==> config.mk <==
export PLATFORM = sky130hd
export DESIGN_NAME = data_read_capture
export DESIGN_NICKNAME = d
export VERILOG_FILES = /design/src/rtl/data_read_capture_pkg.sv /design/src/rtl/data_read_buf.sv /design/src/rtl/data_read_capture.sv
export SDC_FILE = /design/constraint.sdc
export NUM_CORES = 2
export LEC_CHECK = 0
export CAP_MARGIN = 10
export CORE_MARGIN = 10
export CORE_UTILIZATION = 50
export CTS_CLUSTER_SIZE = 30
export DETAILED_ROUTE_END_ITERATION = 10
export GPL_TIMING_DRIVEN = 0
export PLACE_DENSITY = 0.65
export SYNTH_ARGS = -nofsm -noshare
export SYNTH_HDL_FRONTEND = slang
export SYNTH_SLANG_ARGS = --single-unit
==> constraint.sdc <==
create_clock -name S_AXI_ACLK -period 4.7 [get_ports S_AXI_ACLK]
set_input_delay 0.94 -clock S_AXI_ACLK [delete_from_list [all_inputs] [get_ports S_AXI_ACLK]]
set_output_delay 0.94 -clock S_AXI_ACLK [all_outputs]
set_load 0.05 [all_outputs]
==> src/rtl/data_read_capture_pkg.sv <==
// Shared definitions for the data_read capture path: FSM states, status-register
// layout and AXI-lite register map used by the write/read slaves.
package data_read_capture_pkg;

  typedef enum logic [1:0] {
    CAP_IDLE    = 2'd0,
    CAP_CAPTURE = 2'd1,
    CAP_DONE    = 2'd2
  } cap_state_e;

  localparam int unsigned SR_BUSY      = 0;
  localparam int unsigned SR_DONE      = 1;
  localparam int unsigned SR_OVR       = 2;
  localparam int unsigned SR_COUNT_LSB = 16;

  localparam logic [11:0] AXI_ADDR_SR  = 12'h004;
  localparam logic [11:0] AXI_ADDR_BUF = 12'h800;

  // Packs capture status into the SR word as seen by the AXI read slave.
  function automatic logic [31:0] sr_word(input logic        busy,
                                          input logic        done,
                                          input logic        ovr,
                                          input logic [15:0] count);
    logic [31:0] w;
    w                       = '0;
    w[SR_BUSY]              = busy;
    w[SR_DONE]              = done;
    w[SR_OVR]               = ovr;
    w[SR_COUNT_LSB +: 16]   = count;
    return w;
  endfunction

endpackage

==> src/rtl/data_read_buf.sv <==
// Simple dual-port capture buffer: one synchronous write port, one synchronous
// read-first read port. No reset so it maps onto block RAM.
module data_read_buf #(
  parameter int unsigned DATA_W = 16,
  parameter int unsigned DEPTH  = 256,
  parameter int unsigned ADDR_W = 8
) (
  input  logic              clk,
  input  logic              i_we,
  input  logic [ADDR_W-1:0] i_waddr,
  input  logic [DATA_W-1:0] i_wdata,
  input  logic [ADDR_W-1:0] i_raddr,
  output logic [DATA_W-1:0] o_rdata
);

  logic [DATA_W-1:0] r_mem [DEPTH];
  logic [DATA_W-1:0] r_rdata;

  always_ff @(posedge clk) begin
    if (i_we) begin
      r_mem[i_waddr] <= i_wdata;
    end
    r_rdata <= r_mem[i_raddr];
  end

  assign o_rdata = r_rdata;

endmodule

==> src/rtl/data_read_capture.sv <==
// Captures a DEPTH-sample burst from the external data port on each accepted
// CR.START and exposes busy/done/overrun/count status plus a buffer read port.
module data_read_capture
  import data_read_capture_pkg::*;
#(
  parameter int unsigned DATA_W = 16,
  parameter int unsigned DEPTH  = 256,
  parameter int unsigned ADDR_W = 8
) (
  input  logic              S_AXI_ACLK,
  input  logic              S_AXI_ARESETN,
  input  logic              cr_start,
  input  logic [DATA_W-1:0] din,
  input  logic              din_valid,
  input  logic [ADDR_W-1:0] buf_raddr,
  output logic [31:0]       buf_rdata,
  output logic              sr_busy,
  output logic              sr_done,
  output logic              sr_ovr,
  output logic [ADDR_W:0]   sr_count
);

  localparam logic [ADDR_W:0] LAST_IDX = (ADDR_W+1)'(DEPTH - 1);

  cap_state_e        r_state;
  cap_state_e        w_state_nxt;
  logic              w_we;
  logic              w_last;
  logic              w_start;
  logic [ADDR_W:0]   r_count;
  logic              r_busy;
  logic              r_done;
  logic              r_ovr;
  logic              r_rd_ok;
  logic [DATA_W-1:0] w_rdata;

  always_comb begin
    w_state_nxt = r_state;
    w_we        = 1'b0;
    w_last      = 1'b0;
    w_start     = 1'b0;
    unique case (r_state)
      CAP_IDLE, CAP_DONE: begin
        if (cr_start) begin
          w_start     = 1'b1;
          w_state_nxt = CAP_CAPTURE;
        end
      end
      CAP_CAPTURE: begin
        if (din_valid) begin
          w_we = 1'b1;
          if (r_count == LAST_IDX) begin
            w_last      = 1'b1;
            w_state_nxt = CAP_DONE;
          end
        end
      end
      default: w_state_nxt = CAP_IDLE;
    endcase
  end

  always_ff @(posedge S_AXI_ACLK or negedge S_AXI_ARESETN) begin
    if (!S_AXI_ARESETN) begin
      r_state <= CAP_IDLE;
    end else begin
      r_state <= w_state_nxt;
    end
  end

  always_ff @(posedge S_AXI_ACLK or negedge S_AXI_ARESETN) begin
    if (!S_AXI_ARESETN) begin
      r_busy  <= 1'b0;
      r_done  <= 1'b0;
      r_ovr   <= 1'b0;
      r_count <= '0;
      r_rd_ok <= 1'b0;
    end else begin
      r_busy  <= (w_state_nxt == CAP_CAPTURE);
      r_rd_ok <= 1'b1;
      if (w_start) begin
        r_count <= '0;
        r_done  <= 1'b0;
        r_ovr   <= 1'b0;
      end
      if (r_state == CAP_CAPTURE && cr_start) begin
        r_ovr <= 1'b1;
      end
      if (w_we) begin
        r_count <= r_count + 1'b1;
      end
      if (w_last) begin
        r_done <= 1'b1;
      end
    end
  end

  data_read_buf #(
    .DATA_W (DATA_W),
    .DEPTH  (DEPTH),
    .ADDR_W (ADDR_W)
  ) u_buf (
    .clk     (S_AXI_ACLK),
    .i_we    (w_we),
    .i_waddr (r_count[ADDR_W-1:0]),
    .i_wdata (din),
    .i_raddr (buf_raddr),
    .o_rdata (w_rdata)
  );

  // RAM output register stays unreset for BRAM inference; an async-cleared
  // qualifier forces buf_rdata to zero until the first post-reset read lands.
  assign buf_rdata = r_rd_ok ? 32'(w_rdata) : '0;
  assign sr_busy   = r_busy;
  assign sr_done   = r_done;
  assign sr_ovr    = r_ovr;
  assign sr_count  = r_count;

endmodule

==> metrics.md <==
| Metric | Value |
|---|---|
| Finished Core Util | 58.2% |
| Synth Warn # | 0 |
| Max-cap violations | 1 |
| Min-delay src | din[13] |
| RR Startpoint | sr_count[4]$_DFFE_PN0P_ |
| Worst setup margin | -0.341 ns |
| Ports | 72 |
| CP max FO | 10 |
| Total CTS buffers | 412 |
| CP required | 5.50 ns |
| Initial DRT Pass Iterations | 9 |
| Post-DP HPWL | 381000 um |
| Remaining Overflow, GRT | 0 |
| Yosys reg bits | 4127 |
| Final hold vios | 0 |
| Prevailing post-synth register cell | edfxtp_1 |
| Die width | 586 um |
| Port-buffer cells | 48 |
| F_max | 0.198 GHz |
| First-pass GRT wire length | 727000 um |
| Initial cell density of the core | 50.3% |
| Placement Setup Slack | -1.97 ns |
| CORE AREA | 319000 um^2 |
| CP arrival | 5.84 ns |
| 1st-iter DRT viols | 15400 |
| Drt wl/cell | 42.5 um |
| CP max stage delay | 0.93 ns |
| Routed vias | 87600 |
| CP endpoint kind | register |
| Layout cells sized above 1 | 26.4% |
| Final ANT Viol Nets | 0 |
| Fin crit period | 5.04 ns |
| Die Footprint | 343000 um^2 |
| Overall Global Routing Usage | 31.3% |
| Syn_area_per_cell | 21.3 um^2 |
| Die span in y | 586 um |
| Critical-path cell list | clkdlybuf4s50_1 > buf_6 > clkbuf_2 > clkbuf_2 > clkbuf_1 > a21oi_1 > nor3_1 > nor3_1 > nor4_1 |
| Synth cell types | 59 |
| RSZ-0062 raised after global routing | yes |
| LEAKAGE | 59.3 nW |
| Routed WL | 548000 um |
| CP max-delay cell | clkdlybuf4s50_1 |
| EDFF count, synth | 4096 |
| Setup CP Type | in2reg |
| Rel. slew slack | 0.479% |
| DRC Markers | 2 |
| Mapped Area | 160000 um^2 |
| Startpoint type of the worst setup path | input pin |
| Final period utilization | 107% |
| Reg clk slew, reported paths | 0.06 ns |
| Largest net degree at the start of global routing | 153 |
| Critical path origin | buf_raddr[2] |
| Post-CTS setup buffers | 0 |
| Cells after Synth | 7536 |
| Final GP Congestion | 1.01 |
| H-tree depth | 5 |
| Max Slew Vio Count | 0 |
| Area Growth Syn to Fin | 15.8% |
| Worst Tran Pin Value | 1.49 ns |
| Fin nets | 8352 |
| Row cnt | 207 |
| Worst vdd ir | 0.401 mV |
| Ys async rst share | 0.363% |
| Final setup fails | 42 |
| Part of the Yosys area used for sequential elements | 77.2% |
| Vias per inst | 6.80 |
| Failing checks | design-rule violations, max-capacitance violations, negative setup slack |
| Worst Skew | 0.0622 ns |
| Initial antenna violation count | 38 |
| Clk Latency, worst-skew pair | 1.00 ns |
| CTS sink cnt | 4127 |
| Max clock buf depth | 4 |
| Final Power | 78.8 mW |
| Clk root buf | clkbuf_16 |
| Final TNS setup | -3.09 ns |
| Vias in the first global route | 83200 |
| Status | finished, violations left |
| Hold Crit Class | in2reg |
| Power per Cell Area | 425 nW/um^2 |
| CTS tree | yes |
state kept, by name, summed over array words and instances (netlist names):
name,cells
sr_ovr,1
r_state,2
r_rd_ok,1
sr_done,1
u_buf.o_rdata,16
u_buf.r_mem,4096
sr_busy,1
sr_count,9
worst max-delay path, delay by kind of cell:
| kind | cells | cell delay, ns |
|---|---|---|
| AO/OA/AOI/OAI | 1 | 0.08 |
| buffers and inverters | 5 | 3.55 |
| AND/OR/NAND/NOR | 3 | 1.21 |
layout make-up:
cell class,instances,area [um^2]
multi-input combinational,2954,34100
inverter,6,22.5
fill,22900,133000
antenna,41,103
tap,4180,5230
sequential,4127,124000
timing repair buffer,356,5840
clock inverter,246,2350
buffer,462,3370
clock buffer,505,10800
placed cells by master, fill, tap and decap left out, drive strengths merged, types with 13 or more instances in the layout:
master | Yosys | layout
a2111oi | 14 | 14
a211oi | 26 | 26
a21oi | 118 | 118
a221oi | 21 | 21
a22o | 24 | 24
a22oi | 60 | 60
and2 | 26 | 26
buf | 280 | 594
bufinv | 0 | 35
clkbuf | 183 | 693
clkdlybuf4s50 | 0 | 32
clkinv | 0 | 176
clkinvlp | 0 | 22
conb | 2 | 17
dfrtp | 15 | 15
dfxtp | 16 | 16
diode | 0 | 41
edfxtp | 4096 | 4096
inv | 6 | 19
mux2i | 622 | 622
mux4 | 812 | 812
nand2 | 83 | 83
nand2b | 13 | 13
nand3 | 15 | 15
nand4 | 26 | 26
nor2 | 409 | 409
nor3 | 135 | 135
nor4 | 23 | 23
o21ai | 60 | 60
o221ai | 151 | 151
o22ai | 217 | 217
power breakdown:
group | leakage (nW) | total (mW) | internal, mW | switching, mW
clock | 6.37 | 32.5 | 18.3 | 14.2
sequential | 37.1 | 40.7 | 40.7 | 0.0837
combinational | 15.9 | 5.60 | 1.58 | 4.02
total | 59.3 | 78.8 | 60.5 | 18.3
routing by layer:
metal  up-vias  global-route usage (%)  routed length [um]
met1     46100                    41.8              195000
met4        24                    18.4               39400
li1      33400                       -                   -
met2      6747                    46.2              242000
met3      1302                    9.05               71600
met5         -                       0                 159
path summary, 6_finish.rpt:
path	slack, ns	cells past startpoint	end
max	-0.34	9	u_buf.o_rdata[0]$_DFF_P_
min	0.23	1	u_buf.r_mem[94][13]$_DFFE_PP_
max reg2reg	-0.02	6	u_buf.r_mem[86][7]$_DFFE_PP_
min reg2reg	0.62	2	r_state[1]$_DFF_PN0_
max in group asynchronous	4.05	2	r_rd_ok$_DFF_PN0_
min in group asynchronous	0.49	2	r_state[1]$_DFF_PN0_
stage by stage:
| step | hold WS [ns] | instance area, um^2 | std cells |
|---|---|---|---|
| detailed placement | 0.585 | 172000 | 12100 |
| global route | 0.221 | 186000 | 12900 |
| CTS | 0.187 | 185000 | 12800 |
| floorplan | 0.520 | 160000 | 7551 |
| global placement | 0.576 | 166000 | 11800 |
| finish | 0.228 | 186000 | 12900 |
cell usage after synthesis (4+ instances only):
cell type | count | share of area [%]
a2111oi_0 | 14 | 0.077
a211oi_1 | 26 | 0.12
a21oi_1 | 118 | 0.37
a221oi_1 | 21 | 0.11
a22o_1 | 24 | 0.13
a22oi_1 | 59 | 0.28
a31oi_1 | 10 | 0.039
a32oi_1 | 6 | 0.033
and2_1 | 26 | 0.10
buf_1 | 15 | 0.035
buf_12 | 20 | 0.25
buf_2 | 99 | 0.31
buf_4 | 57 | 0.27
buf_6 | 52 | 0.37
buf_8 | 37 | 0.35
clkbuf_1 | 175 | 0.41
clkbuf_8 | 5 | 0.043
dfrtp_1 | 15 | 0.23
dfxtp_1 | 16 | 0.20
edfxtp_1 | 4096 | 77
ha_1 | 5 | 0.039
inv_1 | 4 | 0.0094
mux2i_1 | 622 | 3.9
mux4_1 | 39 | 0.64
mux4_2 | 773 | 11
nand2_1 | 83 | 0.19
nand2b_1 | 13 | 0.051
nand3_1 | 15 | 0.047
nand4_1 | 26 | 0.10
nor2_1 | 409 | 0.96
nor2b_1 | 11 | 0.043
nor3_1 | 135 | 0.42
nor4_1 | 23 | 0.090
nor4b_1 | 9 | 0.049
o21ai_0 | 60 | 0.19
o221ai_1 | 151 | 0.83
o22a_1 | 11 | 0.060
o22ai_1 | 217 | 0.85
or2_2 | 4 | 0.016
or3_1 | 5 | 0.020
repair_timing:
action / in CTS / in global routing
endpoints found under the hold margin: 0 / 0
hold buffers: 0 / 0
endpoints found under the setup margin: 26 / 12
resized for setup: 26 / 23
pin swaps: 0 / 1
logic make-up (layout without fill, tap and decap cells):
logic type / count (synthesis) / in the layout / share of synthesized area [%]
flip-flops: 4127 / 4127 / 77.2
multiplexers: 1435 / 1435 / 15.4
AND/OR/NAND/NOR: 770 / 770 / 2.15
AO/OA/AOI/OAI: 727 / 727 / 3.14
buffers and inverters: 470 / 1575 / 2.06
adder cells (fa/ha/maj): 5 / 5 / 0.0390
other: 2 / 58 / 0.00469
No activity file was read; power rests on OpenSTA's default activity.
